--- src/rtl/display_source_arbiter.sv ---
// ---------------------------------------------------------------------------
// display_source_arbiter
//
// Round-robin arbiter that shares the four-digit 7-segment display between
// three BCD producers: the multiplier result (source 0), operand A entry
// (source 1) and operand B entry (source 2).
//
// A requester is served with a one-cycle ack pulse. Its 16-bit BCD word is
// checked at the same time:
//   - A legal word is latched for the display multiplexer. The display is
//     then held for HOLD_CYCLES cycles before anyone else may take it.
//   - A word with any nibble above 9 is acked together with err. It is
//     discarded, and the arbiter stays free for the next cycle.
//
// Ports
//   clk        in   1  system clock, rising edge
//   reset      in   1  asynchronous, active-high reset
//   req        in   3  request per source (0 result, 1 operand A, 2 operand B)
//   data_0..2  in  16  BCD word per source, thousands digit in [15:12]
//   ack        out  3  one-hot, one-cycle accept pulse to the served source
//   err        out  1  pulse alongside ack when the served word is not BCD
//   BCD_code   out 16  latched display word
//   valid_BCD  out  1  set once any legal word has been latched
//   owner      out  2  source index of the word currently shown
//   busy       out  1  high while the display hold is running
// ---------------------------------------------------------------------------
module display_source_arbiter #(
  parameter int HOLD_CYCLES = 27_000_000
) (
  input  logic        clk,
  input  logic        reset,
  input  logic [2:0]  req,
  input  logic [15:0] data_0,
  input  logic [15:0] data_1,
  input  logic [15:0] data_2,
  output logic [2:0]  ack,
  output logic        err,
  output logic [15:0] BCD_code,
  output logic        valid_BCD,
  output logic [1:0]  owner,
  output logic        busy
);

  localparam int CNT_W = $clog2(HOLD_CYCLES + 1);
  // The counter is loaded with HOLD_CYCLES-1 on a grant. The HOLD state then
  // lasts HOLD_CYCLES cycles, including the final cycle spent at zero.
  localparam logic [CNT_W-1:0] HOLD_LOAD = CNT_W'(HOLD_CYCLES - 1);

  typedef enum logic {
    IDLE = 1'b0,
    HOLD = 1'b1
  } state_t;

  state_t           state_q, state_d;
  logic [CNT_W-1:0] cnt_q, cnt_d;
  logic [1:0]       last_q, last_d;
  logic [2:0]       ack_q, ack_d;
  logic             err_q, err_d;
  logic [15:0]      bcd_q, bcd_d;
  logic             valid_q, valid_d;
  logic [1:0]       owner_q, owner_d;
  logic             busy_q, busy_d;

  // -------------------------------------------------------------------------
  // Per-source BCD legality: every nibble must be 0..9.
  // -------------------------------------------------------------------------
  logic [15:0] src_data [3];
  logic [2:0]  src_legal;

  assign src_data[0] = data_0;
  assign src_data[1] = data_1;
  assign src_data[2] = data_2;

  genvar gi, gj;
  generate
    for (gi = 0; gi < 3; gi++) begin : g_legal
      logic [3:0] nib_ok;
      for (gj = 0; gj < 4; gj++) begin : g_nib
        assign nib_ok[gj] = (src_data[gi][4*gj +: 4] <= 4'd9);
      end
      assign src_legal[gi] = &nib_ok;
    end
  endgenerate

  // -------------------------------------------------------------------------
  // Round-robin pick.
  // The search starts at (last+1) mod 3. The loop runs from the farthest
  // candidate back to the nearest, so the nearest requester writes last and
  // wins.
  // -------------------------------------------------------------------------
  function automatic logic [1:0] rr_pick(input logic [2:0] r, input logic [1:0] last);
    logic [1:0] pick;
    logic [2:0] sum;
    logic [1:0] cand;
    pick = 2'd0;
    for (int k = 2; k >= 0; k--) begin
      sum  = {1'b0, last} + 3'd1 + 3'(k);
      cand = (sum >= 3'd3) ? 2'(sum - 3'd3) : 2'(sum);
      if (r[cand]) begin
        pick = cand;
      end
    end
    return pick;
  endfunction

  logic [1:0]  sel;
  logic [15:0] sel_data;
  logic        sel_legal;

  assign sel = rr_pick(req, last_q);

  always_comb begin
    sel_data  = data_2;
    sel_legal = src_legal[2];
    case (sel)
      2'd0: begin
        sel_data  = data_0;
        sel_legal = src_legal[0];
      end
      2'd1: begin
        sel_data  = data_1;
        sel_legal = src_legal[1];
      end
      default: begin
        sel_data  = data_2;
        sel_legal = src_legal[2];
      end
    endcase
  end

  // -------------------------------------------------------------------------
  // Next-state logic.
  // ack and err are single-cycle pulses, so they default to 0.
  // The display registers default to holding their value.
  // -------------------------------------------------------------------------
  always_comb begin
    state_d = state_q;
    cnt_d   = cnt_q;
    last_d  = last_q;
    ack_d   = 3'b000;
    err_d   = 1'b0;
    bcd_d   = bcd_q;
    valid_d = valid_q;
    owner_d = owner_q;
    busy_d  = busy_q;

    case (state_q)
      IDLE: begin
        busy_d = 1'b0;
        if (|req) begin
          // Rotation advances on every grant, including rejected words,
          // so a source sending bad data cannot monopolise the arbiter.
          last_d = sel;
          ack_d  = 3'b001 << sel;
          if (sel_legal) begin
            bcd_d   = sel_data;
            owner_d = sel;
            valid_d = 1'b1;
            cnt_d   = HOLD_LOAD;
            state_d = HOLD;
            busy_d  = 1'b1;
          end else begin
            err_d = 1'b1;
          end
        end
      end

      HOLD: begin
        if (cnt_q == '0) begin
          state_d = IDLE;
          busy_d  = 1'b0;
        end else begin
          cnt_d  = cnt_q - CNT_W'(1);
          busy_d = 1'b1;
        end
      end

      default: begin
        state_d = IDLE;
        busy_d  = 1'b0;
      end
    endcase
  end

  // -------------------------------------------------------------------------
  // State and output registers.
  // -------------------------------------------------------------------------
  always_ff @(posedge clk or posedge reset) begin
    if (reset) begin
      state_q <= IDLE;
      cnt_q   <= '0;
      last_q  <= 2'd2;   // source 0 has first priority after reset
      ack_q   <= 3'b000;
      err_q   <= 1'b0;
      bcd_q   <= 16'h0000;
      valid_q <= 1'b0;
      owner_q <= 2'd0;
      busy_q  <= 1'b0;
    end else begin
      state_q <= state_d;
      cnt_q   <= cnt_d;
      last_q  <= last_d;
      ack_q   <= ack_d;
      err_q   <= err_d;
      bcd_q   <= bcd_d;
      valid_q <= valid_d;
      owner_q <= owner_d;
      busy_q  <= busy_d;
    end
  end

  assign ack       = ack_q;
  assign err       = err_q;
  assign BCD_code  = bcd_q;
  assign valid_BCD = valid_q;
  assign owner     = owner_q;
  assign busy      = busy_q;

  // -------------------------------------------------------------------------
  // Structural invariants of the handshake.
  // -------------------------------------------------------------------------
  a_ack_onehot0 : assert property (@(posedge clk) disable iff (reset) $onehot0(ack_q));
  a_err_has_ack : assert property (@(posedge clk) disable iff (reset) err_q |-> (ack_q != 3'b000));
  a_busy_valid  : assert property (@(posedge clk) disable iff (reset) busy_q |-> valid_q);

endmodule

--- config.mk ---
export PLATFORM = sky130hd
export DESIGN_NAME = display_source_arbiter
export DESIGN_NICKNAME = d
export VERILOG_FILES = /design/src/rtl/display_source_arbiter.sv
export SDC_FILE = /design/constraint.sdc
export NUM_CORES = 1
export LEC_CHECK = 0
export CORE_MARGIN = 2
export CORE_UTILIZATION = 45
export CTS_CLUSTER_DIAMETER = 30
export DETAILED_ROUTE_END_ITERATION = 8
export GPL_TIMING_DRIVEN = 0
export PLACE_DENSITY = 0.75
export SYNTH_ARGS = -nofsm -noshare
export SYNTH_HDL_FRONTEND = slang
export SYNTH_SLANG_ARGS = --single-unit
--- constraint.sdc ---
create_clock -name clk -period 3.25 [get_ports clk]
set_input_delay 0.325 -clock clk [delete_from_list [all_inputs] [get_ports clk]]
set_output_delay 0.325 -clock clk [all_outputs]
set_load 0.02 [all_outputs]
=== After elaboration in Yosys (flattened, before gate mapping) ===
Index checks and enable logic that the tools add are counted.

* Output and inout port bits: 24
* Register bits after elaboration: 51

* Order comparisons: 18
* Reduce and logical (&&, ||, !) cells: 9
* Eq/ne operators: 4
* Shift-type cells: 1
* Add/sub/neg operators: 7
* Multiplexer cells: 27
* Bitwise operators: 1

{| class="wikitable"
|+ Operator list
! cell !! number
|-
| two-way mux 25 bit || 3
|-
| case mux 25 bit (2 select lines) || 1
|-
| less-or-equal comparator 4 bit, second input constant || 12
|-
| case mux 16 bit (2 select lines) || 1
|-
| logical NOT 25 bit || 1
|-
| subtractor 25 x 1 -> 25 bit, second input constant || 1
|-
| two-way mux 2 bit || 6
|-
| AND reduction 4 bit || 3
|-
| greater-or-equal comparator 3 x 2 -> 1 bit, second input constant || 3
|-
| < comparator 2 x 3 -> 1 bit, second input constant || 3
|-
| two-way mux 1 bit || 9
|-
| binary-select mux 1 bit (select 2 bit) || 3
|-
| two-way mux 3 bit || 2
|-
| != test 2 bit, second input constant || 3
|-
| AND reduction 3 bit || 2
|-
| subtractor 2 bit, second input constant || 3
|-
| case mux 1 bit (2 select lines) || 2
|-
| adder 2 x 1 -> 3 bit, second input constant || 1
|-
| adder 3 x 1 -> 3 bit, second input constant || 1
|-
| adder 3 x 2 -> 3 bit, second input constant || 1
|-
| OR reduction 3 bit || 1
|-
| << shifter 1 x 2 -> 3 bit, first input constant || 1
|-
| equality test 2 x 1 -> 1 bit, second input constant || 1
|-
| logical NOT 2 bit || 1
|-
| 2 further kinds || 2
|}

=== Logic depth before layout (Yosys ltp) ===
Gate-level depths: netlist (run 1).

* Depth after elaboration: 14
* Mapped depth: 10
* Depth with buffers taken out: 8

=== Worst setup path before layout (run 1) ===
OpenSTA, ideal clock, no wires.

* Kind: flip-flop to flip-flop
* Start: register last_q[1]
* End: register bcd_q[0], in the netlist BCD_code[0]
* Setup time: 79 ps
* Data arrival time: 2490 ps
* Buffers on the path: 1
* Slack: 680 ps
* Stages on the path, launching flop included: 9
* Data required time: 3171 ps
* Clock period less this slack: 2570 ps
* Path through: dfstp_2 inv_1 ha_1 nor4bb_1 o311ai_1 nand3_1 a21oi_2 buf_4 mux2i_1

* Word-level cells in the longest chain between the ends: 12
* Elaborated cells on any way between the ends: 26
* Those cells by class: add/sub (6); order compare (3); eq/ne (1); mux (14); reduce/logical (2)

{| class="wikitable"
|+ Ends and longest elaborated chain
! what !! line !! text
|-
| start: declaration || 56 || <nowiki>logic [1:0] last_q, last_d;</nowiki>
|-
| start signal: assignment || 202 || <nowiki>last_q <= last_d;</nowiki>
|-
| adder 2 x 1 -> 3 bit (*) || 97 || <nowiki>sum = {1'b0, last} + 3'd1 + 3'(k);</nowiki>
|-
| adder 3 x 2 -> 3 bit || 97 ||
|-
| greater-or-equal comparator 3 x 2 -> 1 bit / subtractor 2 bit (equally long branches) || 98 || <nowiki>cand = (sum >= 3'd3) ? 2'(sum - 3'd3) : 2'(sum);</nowiki>
|-
| two-way mux 2 bit || 98 ||
|-
| binary-select mux 1 bit (select 2 bit) || 99 || <nowiki>if (r[cand]) begin</nowiki>
|-
| two-way mux 1 bit (implied by the code) || 99 ||
|-
| two-way mux 2 bit (2 in a row) || 99 ||
|-
| two-way mux 2 bit (*) || 99 ||
|-
| equality test 2 x 1 -> 1 bit / logical NOT 2 bit (equally long branches) || 115 || <nowiki>case (sel)</nowiki>
|-
| case mux 1 bit (2 select lines) || 115 ||
|-
| AND reduction 3 bit (no source line) || n/a ||
|-
| end signal: assignment || 195 || <nowiki>bcd_q <= 16'h0000;</nowiki>
|-
| end signal: assignment || 205 || <nowiki>bcd_q <= bcd_d;</nowiki>
|-
| end: declaration || 59 || <nowiki>logic [15:0] bcd_q, bcd_d;</nowiki>
|}

Mark *: on every way between the ends. The rest lies on a longest branch, timed or not. The select of a mux whose other input is x is not followed.
A chain may end at the register's enable or synchronous reset.

=== Final worst setup path (run 1) ===
* Start: register last_q[1]
* End: register bcd_q[9], in the netlist BCD_code[9]

The elaborated chain is that of the path after synthesis.

==> results.json, run 1 <==
{
  "cp_max_fo": 10,
  "wire_per_inst_microns": 16.8,
  "p_leak_uw": 0.00148,
  "slowest_stage": "dfstp_2",
  "grt_setup_unrepaired": "no",
  "crit_chain": "inv_1, ha_1, nand2b_1, a221o_1, and3_1, clkbuf_1, nor2_2, clkbuf_1, a21oi_1, mux2i_1",
  "status": "finished clean",
  "worstPathArrival_ns": 3.22,
  "fin_crit_ns": 2.99,
  "synth_cell_types": 52,
  "ioPinCount": 77,
  "cts_tree": "built",
  "cts_made_buffers": 5,
  "fmax_ghz": 0.335,
  "drc": 0,
  "worstSetupEndpointType": "register",
  "cts_root_buf": "clkbuf_8",
  "insertion_delay_ns": 0.30,
  "antenna_found_initial": 0,
  "h-tree-depth": 2,
  "synth_top_area_share_pct": 44.4,
  "final_cell_mix": "clkdlybuf4s50_1 (76), dfrtp_1 (50), nand2_1 (22)",
  "cap_violations": 0,
  "critPathLaunchType": "register",
  "synth.top_cells.by_area": "dfrtp_1 (44%), mux2i_1 (4.6%), a22o_1 (3.7%)",
  "yosys_register_bits": 51,
  "holdWs_ns": 0.318,
  "slowest_delay_ns": 0.55,
  "antenna_left": 0,
  "synth_enable_flop_cells": 0,
  "postRouteWirelength_mm": 7.48,
  "fin_crit_sh_pct": 91.9,
  "critPathMostFrequentCell": "clkbuf_1",
  "die-height_microns": 83.1,
  "nFillCells": 517,
  "avgSynthCellArea_sq_um": 9.92,
  "syn_inst": 284,
  "final_util_pct": 63.2,
  "tns_ns": 0,
  "tightest_slew_ns": 0.574,
  "dieArea_sq_mm": 0.00691,
  "syn_nets": 341,
  "stdcell_count": 444,
  "grt_pass1_vias": 2621,
  "grt_usage_pct": 21.9,
  "syn_to_final_growth_pct": 34.3,
  "dp_worst_setup_slack_ns": 0.146,
  "slew_viol_final": 0,
  "hold_viol": 0,
  "p_per_area_mw_per_mm2": 723,
  "hp-class": "in -> async",
  "grt_max_degree": 35,
  "slew_headroom_pct": 61.4,
  "antennaDiodeCount": 0,
  "layout_commonest_cell": "clkdlybuf4s50_1",
  "setup_viol": 0,
  "drt_iter0_markers": 105,
  "crit_required_ns": 3.48,
  "crit_type": "reg -> reg",
  "io_buffers": 76,
  "yosys_most_used_dff": "dfrtp_1",
  "finalClockSkew_ns": 0.0102,
  "detailroute.via_count": 2506,
  "setup_ws_ns": 0.262,
  "dr.pass1.iters": 4,
  "dieWidth_microns": 83.1,
  "dp_cells": 436,
  "ys_warn_count": 0,
  "clk_path_buf_depth": 2,
  "via_per_inst": 5.64,
  "fin_nets": 425,
  "row_count": 28,
  "netlist_area_sq_mm": 0.00282,
  "overflow": 0,
  "yosysSeqAreaShare_pct": 45.4,
  "cts_sinks": 51,
  "gp_congestion": 0.870,
  "hpwl_mm": 5.81,
  "grt_pass1_wl_mm": 12.4,
  "synth_top_cell_by_area": "dfrtp_1",
  "drive_above_1_share_pct": 6.50,
  "ys_async_sr_fraction_pct": 100,
  "peakVddDrop_mv": 0.479,
  "reg2regPathDepth": 10,
  "core_sq_mm": 0.00599,
  "start_util_pct": 47.0,
  "cts.reportedPaths.clkPinSlew_ns": 0.10
}
[worst paths after layout]
check                      slack (ns)                   from                 endpoint
hold reg to reg                  0.48  valid_BCD$_DFFE_PP0P_    valid_BCD$_DFFE_PP0P_
setup reg to reg                 0.26  last_q[1]$_DFFE_PP1P_  BCD_code[9]$_DFFE_PP0P_
setup / recovery                 0.26  last_q[1]$_DFFE_PP1P_  BCD_code[9]$_DFFE_PP0P_
min in group clk                 0.48  valid_BCD$_DFFE_PP0P_    valid_BCD$_DFFE_PP0P_
hold / removal                   0.32                  reset    cnt_q[17]$_DFFE_PP0P_
max in group asynchronous        2.33                  reset    last_q[1]$_DFFE_PP1P_
[per-stage QoR]
step	cell area (sq um)	power (uW)
6_report	3780	2740
5_1_grt	3780	2930
4_1_cts	3780	2750
3_5_place_dp	3690	2370
3_3_place_gp	3670	2340
2_1_floorplan	2820	1840
[area by class of cell]
cell class              instances  area [sq um]  area share (%)
multi-input cells             203          1420            37.6
well taps                      75          93.8            2.48
inverters                      19          71.3            1.88
flip-flops and latches         51          1280            33.8
clock inverters                 2          12.5           0.331
clock buffers                   6          72.6            1.92
repair buffers                 77           781            20.6
plain buffers                  11          53.8            1.42
[registers in the layout, indices dropped and copies added (netlist names)]
| register | count |
|---|---|
| BCD_code | 16 |
| ack | 3 |
| busy | 1 |
| cnt_q | 25 |
| err | 1 |
| last_q | 2 |
| owner | 2 |
| valid_BCD | 1 |
[layer usage]
| metal | track usage (%) | routed length [microns] | share of wire, % |
|---|---|---|---|
| met1 | 26.7 | 3280 | 44 |
| met2 | 38.9 | 3800 | 51 |
| met3 | 4.97 | 287 | 3.8 |
| met4 | 5.81 | 116 | 1.6 |
| met5 | 0 | 0 | 0 |
[logic make-up (layout without fill, tap and decap cells)]
logic type | after synthesis | count (layout) | synth area share (%)
AO/OA/AOI/OAI | 76 | 76 | 20.7
buffers and inverters | 30 | 115 | 4.44
AND/OR/NAND/NOR | 90 | 90 | 16.7
adder cells (fa/ha/maj) | 4 | 4 | 1.78
XOR/XNOR | 19 | 19 | 5.91
flip-flops | 51 | 51 | 45.4
multiplexers | 14 | 14 | 5.15
[power by group]
group | internal, uW | switching (uW)
clock network | 151 | 212
registers | 849 | 155
logic | 642 | 729
[synth_stat cells, drive strengths merged, types with 2 or more instances]
cell,instances
inv,19
o211ai,3
nand3,6
nor4,5
or4,4
mux2i,13
o32a,2
o21ai,14
nand4,5
nand2b,3
a2bb2oi,5
a221o,5
nor2,19
nor3,12
dfrtp,50
clkbuf,8
a21o,3
o41ai,2
a22o,12
ha,4
nand2,22
o22ai,2
xnor2,12
or3,6
a21oi,20
xor2,7
nor2b,2
buf,3
[repair_timing]
item / 4_1_cts / 5_1_grt
gates resized for setup: 0 / 1
endpoints found under the setup margin: 0 / 21
hold buffers: 0 / 0
hold endpoints to repair: 0 / 0
buffers inserted: 0 / 0
[critical path, delay by kind of cell, from the launching register on]
kind / cells / cell delay (ns)
buf+inv: 3 / 0.71
simple gates: 3 / 0.59
flops: 1 / 0.55
compound gates: 2 / 0.53
fa+ha+maj: 1 / 0.39
mux: 1 / 0.15
(Power assumes the default switching activity.)
==> inputs of run 2 (changes only) <==
GPL_TIMING_DRIVEN = unset   (was 0)
==> run 2 against run 1 <==
  * First-iteration DRC count increased by 110%
  * Worst hold slack improved by 0.015 ns
  * Sequential power about the same
  * Register-to-register slack improved by 0.25 ns
  * Via count decreased by 2.8%
  * Final area increased by 0.69%
  * Die area unchanged
  * Non-clock buffer count decreased by 4
  * Utilization increased by 0.44 points
  * Highest routed layer unchanged
  * Sequential share of layout area decreased by 0.23 points
  * Combinational power about the same
==> results.json, run 2 (synthesis results as in run 1) <==
{
  "status": "finished clean",
  "hpwl_mm": 5.50,
  "path_delay_family": "compound AO/OA/AOI/OAI gates",
  "drt_iter0_markers": 218,
  "final_cell_mix": "clkdlybuf4s50_1 (76), dfrtp_1 (50), nand2_1 (22)",
  "tns_ns": 0,
  "wire_per_inst_microns": 16.2,
  "ioPinCount": 77,
  "antenna_found_initial": 0,
  "core_sq_mm": 0.00599,
  "via_per_inst": 5.53,
  "cts_hold_buffers": 0,
  "slowest_delay_ns": 0.55,
  "dieArea_sq_mm": 0.00691,
  "fin_nets": 421,
  "start_util_pct": 47.0,
  "top_register": "cnt_q",
  "p_sw_share_pct": 37.5,
  "p_per_area_mw_per_mm2": 758,
  "dp_cells": 432,
  "stdcell_count": 440,
  "die-height_microns": 83.1,
  "nFillCells": 500,
  "p_int_uw": 1810,
  "hp-class": "in -> async",
  "grt_pass1_vias": 2442,
  "dieWidth_microns": 83.1,
  "detailroute.via_count": 2435,
  "syn_to_final_growth_pct": 35.3,
  "antenna_left": 0,
  "startpoint": "last_q[1]$_DFFE_PP1P_",
  "critical_path.endpoint": "BCD_code[6]$_DFFE_PP0P_",
  "largest_reg_flops": 25,
  "slowest_stage": "dfstp_2",
  "grt_pass1_wl_mm": 11.9,
  "pwr-share-clk_pct": 18.1,
  "fin_crit_sh_pct": 84.4,
  "critical_path_depth": 9,
  "p_leak_uw": 0.00151,
  "grt_usage_pct": 21.3,
  "hold_viol": 0,
  "insertion_delay_ns": 0.31,
  "finalClockSkew_ns": 0.0129,
  "drc": 0,
  "drive_above_1_share_pct": 7.40,
  "crit_chain": "inv_1, ha_1, nand2_1, o21ai_0, o311ai_1, nand3_1, a21oi_2, buf_4, mux2i_1",
  "row_count": 28,
  "power_frac_seq_pct": 35.3,
  "clk_path_buf_depth": 2,
  "worstPathArrival_ns": 2.97,
  "postRouteWirelength_mm": 7.14,
  "cp_max_fo": 7,
  "cts_root_buf": "clkbuf_8",
  "cts_setup_buffers": 0,
  "grt_setup_unrepaired": "no",
  "crit_type": "reg -> reg",
  "fin_crit_ns": 2.74,
  "tightest_slew_ns": 0.640,
  "rrSetupSlack_ns": 0.51,
  "slew_viol_final": 0,
  "cp_num_buf_inv": 2,
  "power_frac_comb_pct": 46.6,
  "cts_sinks": 51,
  "cts_made_buffers": 5,
  "grt_max_degree": 24,
  "reg2regPathDepth": 9,
  "cap_violations": 0,
  "io_buffers": 76,
  "fmax_ghz": 0.365,
  "crit_required_ns": 3.48,
  "r2r-start": "last_q[1]$_DFFE_PP1P_",
  "r2r_end": "BCD_code[6]$_DFFE_PP0P_",
  "ctsResizeCount": 0,
  "dr.pass1.iters": 4,
  "cts.reportedPaths.clkPinSlew_ns": 0.10,
  "netSwitchingPower_uw": 1080,
  "h-tree-depth": 2,
  "worstSetupEndpointType": "register",
  "setup_viol": 0,
  "gp_congestion": 0.946,
  "slew_headroom_pct": 56.9,
  "overflow": 0,
  "layout_commonest_cell": "clkdlybuf4s50_1",
  "cts_tree": "built",
  "antennaDiodeCount": 0,
  "critPathLaunchType": "register",
  "peakVddDrop_mv": 0.599
}
-- run 2: power groups by stage --
stage / logic (uW) / registers [uW] / clock network, uW
2_1_floorplan: 695 / 1140 / 0
3_3_place_gp: 1320 / 1020 / 0
3_5_place_dp: 1350 / 1020 / 0
4_1_cts: 1360 / 1020 / 530
5_1_grt: 1470 / 1050 / 556
6_report: 1340 / 1020 / 522
-- run 2: worst min path at each step --
stage,cells after the start,end
floorplan,1,cnt_q[24]$_DFFE_PP0P_
finish,2,cnt_q[12]$_DFFE_PP0P_
global route,2,BCD_code[10]$_DFFE_PP0P_
global placement,1,valid_BCD$_DFFE_PP0P_
CTS,2,cnt_q[13]$_DFFE_PP0P_
detailed placement,1,valid_BCD$_DFFE_PP0P_
-- run 2: final cells by class --
type	count	area [sq um]	area share, %
clock buffer	6	72.6	1.90
clock inverter	2	60.1	1.58
inverter	19	71.3	1.87
multi-input combinational	203	1410	37.1
sequential	51	1280	33.5
tap	75	93.8	2.46
timing repair buffer	84	821	21.5
-- run 2: metal layers --
metal | wire length [microns] | track usage (%)
met2 | 3430 | 33.7
met4 | 152 | 7.45
met1 | 3160 | 28.3
met5 | 0 | 0
met3 | 400 | 5.77
-- run 2: worst reg2reg max path, cell delays in order (launching register included) --
cell and delay [ns]:
dfstp_2 0.55, inv_1 0.06, ha_1 0.36, nand2_1 0.11
o21ai_0 0.11, o311ai_1 0.41, nand3_1 0.24, a21oi_2 0.37
buf_4 0.26, mux2i_1 0.21
-- run 2: metrics by stage --
step,utilization (%),power (uW),hold WS (ns),setup slack [ns],area (sq um)
floorplan,-,1840,0.478,0.680,2820
global placement,61.4,2350,0.449,0.588,3680
detailed placement,61.4,2370,0.453,0.509,3680
CTS,63.6,2900,0.344,0.486,3810
global route,63.6,3080,0.385,0.248,3810
finish,63.6,2890,0.333,0.507,3810
